<file path="src/rtl/riscv_pkg.sv">
// Shared core definitions used by the fetch/decode boundary.
//   NOP_INSTR   : canonical bubble (addi x0, x0, 0)
//   fq_entry_t  : one fetch-queue slot, {pc, instr}
package riscv_pkg;

   localparam logic [31:0] NOP_INSTR = 32'h0000_0013;

   typedef struct packed {
      logic [63:0] pc;
      logic [31:0] instr;
   } fq_entry_t;

endpackage

</file>
<file path="src/rtl/fetch_queue.sv">
// Circular instruction queue between fetch and decode.
// Captures (PC, instr) pairs from fetch and presents the oldest one to decode,
// or a NOP bubble when empty. Back-pressures fetch when full and drops all
// entries on a redirect.
//   clk, rst             : clock, synchronous active-high reset
//   PC_F, Instr_F, Valid_F : fetched pair and its valid
//   Flush_D              : redirect, empties the queue on the next edge
//   Stall_D              : decode cannot take the head entry
//   Stall_F              : queue full, fetch must hold its PC
//   Valid_D, PC_D, Instr_D, PCPlus4_D : head entry as seen by decode
module fetch_queue
   import riscv_pkg::*;
#(
   parameter int unsigned DEPTH = 4,
   parameter int unsigned XLEN  = 64
) (
   input  logic            clk,
   input  logic            rst,
   input  logic [XLEN-1:0] PC_F,
   input  logic [31:0]     Instr_F,
   input  logic            Valid_F,
   input  logic            Flush_D,
   input  logic            Stall_D,
   output logic            Stall_F,
   output logic            Valid_D,
   output logic [XLEN-1:0] PC_D,
   output logic [31:0]     Instr_D,
   output logic [XLEN-1:0] PCPlus4_D
);

   localparam int unsigned AW = $clog2(DEPTH);
   localparam int unsigned CW = $clog2(DEPTH + 1);

   fq_entry_t       mem [DEPTH];
   logic [AW-1:0]   rd_ptr;
   logic [AW-1:0]   wr_ptr;
   logic [CW-1:0]   count;

   logic            full;
   logic            empty;
   logic            push;
   logic            pop;
   fq_entry_t       head;

   assign full  = (count == CW'(DEPTH));
   assign empty = (count == '0);

   // Full is judged on registered count only, so a same-cycle pop never
   // lets a push in; this keeps Stall_D off the Stall_F path.
   assign push = Valid_F && !full && !Flush_D && !rst;
   assign pop  = !empty && !Stall_D && !Flush_D && !rst;

   always_ff @(posedge clk) begin
      if (rst || Flush_D) begin
         rd_ptr <= '0;
         wr_ptr <= '0;
         count  <= '0;
      end else begin
         if (push) wr_ptr <= wr_ptr + AW'(1);
         if (pop)  rd_ptr <= rd_ptr + AW'(1);
         if (push && !pop)      count <= count + CW'(1);
         else if (pop && !push) count <= count - CW'(1);
      end
   end

   // Storage is never cleared; validity is carried by count alone.
   always_ff @(posedge clk) begin
      if (push) begin
         mem[wr_ptr].pc    <= 64'(PC_F);
         mem[wr_ptr].instr <= Instr_F;
      end
   end

   assign head = mem[rd_ptr];

   always_comb begin
      Valid_D = !empty;
      Stall_F = full;
      PC_D    = '0;
      Instr_D = NOP_INSTR;
      if (!empty) begin
         PC_D    = head.pc[XLEN-1:0];
         Instr_D = head.instr;
      end
      PCPlus4_D = PC_D + XLEN'(4);
   end

endmodule

</file>
<file path="config.mk">
export PLATFORM = sky130hd
export DESIGN_NAME = fetch_queue
export DESIGN_NICKNAME = d
export VERILOG_FILES = /design/src/rtl/riscv_pkg.sv /design/src/rtl/fetch_queue.sv
export SDC_FILE = /design/constraint.sdc
export NUM_CORES = 1
export LEC_CHECK = 0
export CAP_MARGIN = 10
export CORE_ASPECT_RATIO = 0.75
export CORE_MARGIN = 2
export CORE_UTILIZATION = 45
export CTS_BUF_LIST = sky130_fd_sc_hd__clkbuf_8
export DETAILED_ROUTE_END_ITERATION = 7
export HOLD_SLACK_MARGIN = 0.05
export PLACE_DENSITY = 0.73
export SYNTH_ARGS = -nofsm -noshare
export SYNTH_HDL_FRONTEND = slang
export SYNTH_SLANG_ARGS = --single-unit
</file>
<file path="constraint.sdc">
create_clock -name clk -period 11 [get_ports clk]
set_input_delay 2.2 -clock clk [delete_from_list [all_inputs] [get_ports clk]]
set_output_delay 2.2 -clock clk [all_outputs]
set_load 0.01 [all_outputs]
</file>
# [After elaboration in Yosys (flattened, before gate mapping)]
# Memory sizes are Yosys's and may differ from the RTL's. A register that Yosys moved wholly into a read port is not among the register bits.
# Index checks and enable logic that the tools add are counted.
[word_totals] reg_bits=7 n_memories=1 rom_bits=0 ramBits=384 latchBits=0 out_inout_bits=162
[mem_list] memory="mem" words=4 word_bits=96 rd=1 rd_clocked_by_memory_dff=1 wr=1 line_no="fetch_queue.sv:34" rtl="fq_entry_t mem [DEPTH];"
[classes] n_div=0 n_lt_le_gt_ge=0 add_sub_neg=5 muxes=8 multipliers=0 n_eq_ne=1 n_shift=0 bitwise_logic=0 reduce_logical=18
[op_table] op="$add A64 B3 Y64 const B" n=1
[op_table] op="$mux W64" n=1
[op_table] op="$mux W32" n=1
[op_table] op="$logic_and A1 B1 Y1" n=8
[op_table] op="$logic_not A1 Y1" n=7
[op_table] op="$mux W3" n=2
[op_table] op="$add A2 B1 Y2 const B" n=2
[op_table] op="$mux W2" n=2
[op_table] op="$add A3 B1 Y3 const B" n=1
[op_table] op="$eq A3 B3 Y1 const B" n=1
[op_table] op="$logic_not A3 Y1" n=1
[op_table] op="$sub A3 B1 Y3 const B" n=1
[op_table] op="$mux W1" n=2
[op_table] op="$reduce_bool A2 Y1" n=1
[op_table] op="$logic_or A1 B1 Y1" n=1

# [Depth between registers and ports, before layout]
[logic_depth] ltp_word=9 mapped_depth=18 depth_no_buf=11

# [Least setup slack after synthesis]
# OpenSTA, ideal clock, no wires.
[synth_timing] path_type="reg-to-output" start="reg count[0]" end="out PCPlus4_D[44]" stages_incl_launch_ff=19 setup_slack_ns=5.377 arrival_ns=3.423 required_ns=8.800 cell_sequence="dfxtp_1 > nor3_1 > inv_1 > buf_4 > buf_6 > clkbuf_1 > buf_2 > clkbuf_1 > and2_1 > ha_1 > nand2_1 > o22ai_1 > and3_1 > and4_1 > buf_4 > nand4_4 > buf_6 > nor3_1 > xor2_1"
[synth_via] elab_chain_len=3
[synth_rtl] element="start: declaration" line_no="fetch_queue.sv:37" rtl="logic [CW-1:0] count;"
[synth_rtl] element="start signal: assignment" line_no="fetch_queue.sv:61" rtl="if (push && !pop) count <= count + CW'(1);"
[synth_rtl] element="start signal: assignment" line_no="fetch_queue.sv:62" rtl="else if (pop && !push) count <= count - CW'(1);"
[synth_rtl] element="$logic_not A3 Y1" line_no="fetch_queue.sv:46" rtl="assign empty = (count == '0);"
[synth_rtl] element="$mux W64" line_no="fetch_queue.sv:81" rtl="if (!empty) begin"
[synth_rtl] element="net PC_D[3]" line_no="fetch_queue.sv:26" rtl="output logic [XLEN-1:0] PC_D,"
[synth_rtl] element="$add A64 B3 Y64" line_no="fetch_queue.sv:85" rtl="PCPlus4_D = PC_D + XLEN'(4);"
[synth_rtl] element="end: declaration" line_no="fetch_queue.sv:28" rtl="output logic [XLEN-1:0] PCPlus4_D"
# The timed path passes the listed nets, and every way through them passes these cells.

==> results.py <==
metrics = {
    "logic_synthesis": {
        "netlist_top_cells_count": "edfxtp_1, and2_1, mux4_2",
        "synth-edff-count": 384,
        "yosys-top-cells-area": "edfxtp_1, mux4_2, and2_1",
        "synth_cells": 997,
        "synth_fp_nets": 1105,
        "yosysTopAreaCell": "edfxtp_1",
        "ys_async_sr_fraction": 0,
        "synth_flop_cell": "edfxtp_1",
        "synthesis.area_um2": 17200,
        "ys_ff_latch": 393,
        "yosysUniqueCellTypes": 57,
        "synth.avg_cell_area_um2": 17.3,
        "synth_warnings": 0,
        "synth_most_common_cell": "edfxtp_1",
        "synth_seq_area_share": 0.680,
        "synth_top_area_share": 0.669,
    },
    "die": {
        "die_area_um2": 39900,
        "coreArea_um2": 38000,
        "core.rowCount": 62,
        "die_w_um": 230,
        "io-pin-count": 263,
        "initial_core_util": 0.453,
        "die_h_um": 173,
    },
    "job": {
        "max_cap_viol_count": 0,
    },
    "run_status": {
        "status": "completed",
    },
    "clocking": {
        "clockBufferDepth": 3,
        "cts.sinks": 393,
        "cts_tree": "done",
        "cts_hold_buf": 0,
        "cts_resized": 0,
        "insertion_delay_ps": 620,
        "cts_buffers": 60,
        "cts.htree.levels": 2,
        "clockRootBuffer": "clkbuf_8",
        "cts_setup_buffers": 0,
        "path_clk_slew_ps": 60,
    },
    "pwr": {
        "peakVddDrop_mv": 0.0929,
        "p_leak_nw": 6.89,
        "powerDensity_nw_per_um2": 138,
    },
    "worst_setup_path": {
        "criticalPathCategory": "flip-flop to primary output",
        "cpPeakStageDelay_ps": 800,
        "required_ps": 8800,
        "crit_path_top_delay_cell": "buf_4",
        "worst-path-max-fanout": 60,
        "crit_family": "simple AND/OR/NAND/NOR gates",
        "crit_chain": "buf_4 > mux4_2 > or3_1 > or4_4 > nor4_2 > nand3_1 > xnor2_1 > clkdlybuf4s50_1",
        "arrival_ps": 5290,
        "critPathBufInv": 2,
        "crit_path_start_kind": "flip-flop",
        "crit_path_end_kind": "primary output",
    },
    "finish": {
        "synthToLayoutAreaGrowth_pct": 23.8,
        "fin_nets": 1389,
        "drive_above_1_share": 0.149,
        "num-fill-cells": 3035,
    },
    "timing": {
        "worst_hold_slack_ps": 534,
        "period_minus_slack_ps": 7490,
        "tns_ps": 0,
        "period_share": 0.681,
        "slew_headroom": 0.381,
        "hold_viol": 0,
        "clock.fmax_mhz": 133,
        "skew_ps": 29.9,
        "setup_viol": 0,
        "maxSlewViolCount": 0,
        "worst_slew_pin_slew_ps": 928,
        "rsz0062_at_grt": "no",
    },
    "placement": {
        "hpwl_mm": 26.6,
        "port-buffer-count": 262,
        "place_congestion": 0.920,
    },
    "drt": {
        "via_per_inst": 5.37,
        "routedWlPerCell_um": 21.5,
        "drc": 0,
        "first_iter_violations": 751,
        "first_pass_iters": 5,
        "vias": 9914,
        "drt.antenna.violating_nets": 0,
        "drt_wl_total_mm": 39.8,
    },
    "grt": {
        "track_usage": 0.200,
        "grt_pass1_vias": 10200,
        "grt_max_degree": 64,
        "antenna_found_initial": 7,
        "overflow": 0,
        "grt_pass1_wl_mm": 60.4,
    },
    "min_path": {
        "min_path_type": "flip-flop to flip-flop",
    },
}
cells in the final DEF (no fill, tap or decap), types with 3 or more instances in the layout:
| cell type | count |
|---|---|
| clkinv_1 | 19 |
| or2_2 | 5 |
| nand4_1 | 6 |
| and2_4 | 4 |
| nand2_1 | 72 |
| clkinv_2 | 9 |
| mux4_2 | 83 |
| a21oi_1 | 5 |
| o211ai_1 | 4 |
| mux4_1 | 15 |
| clkdlybuf4s50_1 | 262 |
| o21ai_0 | 11 |
| ha_1 | 6 |
| mux2_2 | 4 |
| nor4_1 | 6 |
| or3_1 | 8 |
| buf_4 | 10 |
| xnor2_1 | 29 |
| diode_2 | 4 |
| xor2_1 | 34 |
| clkbuf_8 | 61 |
| nor3_1 | 19 |
| nand2b_1 | 5 |
| and2_1 | 91 |
| nor2_1 | 31 |
| dfxtp_1 | 7 |
| edfxtp_1 | 384 |
| and4_1 | 3 |
| nor3b_1 | 6 |
| mux2i_1 | 16 |
| nand3_1 | 26 |
| and3_1 | 4 |
| nor4_2 | 6 |
| inv_1 | 42 |
layout make-up:
type                            instances  area [µm²]  share of cell area
Antenna cell                            4        10.0            0.000469
Clock buffer                           61         840              0.0394
Clock inverter                         51         236              0.0111
Inverter                               23        86.3             0.00405
Multi-Input combinational cell        531        5100               0.239
Sequential cell                       393       11700               0.550
Tap cell                              512         641              0.0300
Timing Repair Buffer                  272        2700               0.126
logic make-up after synthesis:
kind of cell | Yosys count | synth area share
AND/OR/NAND/NOR | 314 | 0.104
AO/OA/AOI/OAI | 29 | 0.0104
adder cells (fa/ha/maj) | 7 | 0.00552
buffers and inverters | 73 | 0.0252
flip-flops | 393 | 0.680
XOR/XNOR | 63 | 0.0320
multiplexers | 118 | 0.143
metrics by stage:
stage | cell area (µm²) | std cells | worst slack [ps] | util | power (mW)
3_3_place_gp | 20200 | 1731 | 4040 | 0.532 | 1.89
2_1_floorplan | 17200 | 997 | 5380 | - | 1.77
3_5_place_dp | 20200 | 1731 | 3980 | 0.532 | 1.90
6_report | 21300 | 1847 | 3510 | 0.561 | 2.94
5_1_grt | 21300 | 1843 | 3080 | 0.561 | 3.06
4_1_cts | 21300 | 1843 | 3310 | 0.561 | 2.98
per-layer routing:
layer  wire length, µm  track usage
met1             17200        0.280
met2             18100        0.306
met3              3570       0.0586
met4               891       0.0608
met5                41            0
tightest hold or removal path: stages (launching register included):
cell and delay [ps]:
dfxtp_1 340, o21ai_0 90, a21oi_1 60
final timing paths:
kind,startpoint,end,slack [ps],cells after the start
setup reg to reg,count[0],mem[0][5],8050,5
hold reg to reg,count[2],count[2],530,2
setup / recovery,flip-flop,PCPlus4_D[53],3510,8
hold / removal,count[2],count[2],530,2
sequential cells by signal (all words and copies together) (netlist names), named ones only:
name / flops
rd_ptr: 2
count: 3
wr_ptr: 2
mem: 384
report_power, final:
group | switching [mW] | total, mW | internal [mW]
Sequential | 0.00514 | 1.67 | 1.66
Combinational | 0.0954 | 0.198 | 0.103
Clock | 0.542 | 1.08 | 0.538
No activity file was read; power rests on OpenSTA's default activity.
==> variant, RTL diff (same flow settings) <==
Set the parameter `DEPTH` to 8 (it was 4).
--- a/src/rtl/fetch_queue.sv
+++ b/src/rtl/fetch_queue.sv
@@ -13,3 +13,3 @@
 #(
-   parameter int unsigned DEPTH = 4,
+   parameter int unsigned DEPTH = 8,
    parameter int unsigned XLEN  = 64
Behaviour: same outputs for any inputs over 4 cycles, from zero or initial values; that may be too few to reach the edited logic, so the function may still have changed.
==> variant against the original RTL <==
Combinational power up 54%. Sequential share of layout area rose by 6.9 points. Worst setup slack worse by 0.82 ns. First-iteration DRC count is 110% higher. Highest routed layer unchanged. Die area is 85% higher. Area after synthesis rose by 87%. Sequential cell count up 388. Largest power group unchanged. Wire length rose by 100%. Critical path type unchanged. Final area up 77%. Final cell count increased by 67%. Total power is 98% higher.
==> variant: results (changes against the original RTL) <==
[logic_synthesis]
yosys.area_share.adder_pct = 0.296  ; -0.26 points
synth_cell_type_count = 60  ; +5.3%
synthTopCellsByCount = edfxtp_1, nand2_1, mux2i_1
synth_enable_flop_cells = 768  ; +100%
syn_nets = 1828  ; +65%

[setup_path]
endpoint = PCPlus4_D[56]
critical_path.max_stage_delay_ns = 0.85  ; +0.05 ns
cp_slowest_cell = dfxtp_4
arrival_ns = 6.11  ; +0.82 ns
timing.rr.end = mem[6][17]$_DFFE_PP_

[detailed_routing]
drtIter0Drc = 1587  ; +110%
via_per_inst = 5.69  ; +6.1%
avgRoutedWirePerCell_um = 25.9  ; +20%

[placement]
dp_hpwl_um = 48000  ; +81%
gp_congestion = 0.921  ; about the same
pre_cts_slack_ns = 3.41  ; -0.566 ns
place_area_um2 = 35500  ; +76%

[global_route]
grt_pass1_wl_um = 117000  ; +94%
antenna_found_initial = 14  ; +7
grt_pass1_vias = 17800  ; +75%
grt_max_degree = 151  ; +140%
track_usage_pct = 21.6  ; +1.5 points

[timing]
worstMarginPinSlew_ns = 1.13  ; +0.198 ns
setup_slack_ns = 2.69  ; -0.819 ns
worst_clock_skew_ns = 0.0285  ; -0.00148 ns

[min_path]
hold_path.startpoint = rd_ptr[1]$_SDFFE_PP0P_

[layout]
fillers = 5450  ; +80%
top_regs = mem (768), count (4)
drive_gt1_share_pct = 16.0  ; +1.2 points

[status]
status = completed

[clocking]
cts-htree-levels = 3  ; +1
clock_latency_ns = 0.72  ; +0.10 ns

[power]
p_leak_uw = 0.0118  ; +71%
ir_worst_vdd_mv = 0.100  ; +7.7%

[variant: final cells by class]
cell class	count	area, um2	share of cell area [%]
Antenna cell	5	12.5	0.0331
Timing Repair Buffer	291	2880	7.62
Multi-Input combinational cell	816	8020	21.2
Clock buffer	118	1620	4.30
Clock inverter	99	591	1.56
Sequential cell	781	23300	61.8
Inverter	29	109	0.288
Tap cell	946	1180	3.14
[variant: power breakdown]
group	total (uW)	leakage [uW]	internal [uW]	switching, uW
combinational	304	0.00355	134	170
sequential	3290	0.00703	3280	6.36
clock	2250	0.00124	1140	1100
[variant: through the flow]
| stage | power (uW) | cells |
|---|---|---|
| after floorplan | 3480 | 1720 |
| after global placement | 3650 | 2863 |
| after detailed placement | 3660 | 2863 |
| after CTS | 5880 | 3080 |
| after global routing | 6020 | 3082 |
| final | 5840 | 3085 |
[variant: layer usage]
layer	routed length [um]	track usage (%)	part of all wire (%)
met5	124	0	0.16
met4	1600	5.44	2.0
met3	7210	6.09	9.0
met2	38500	34.4	48
met1	32500	29.4	41
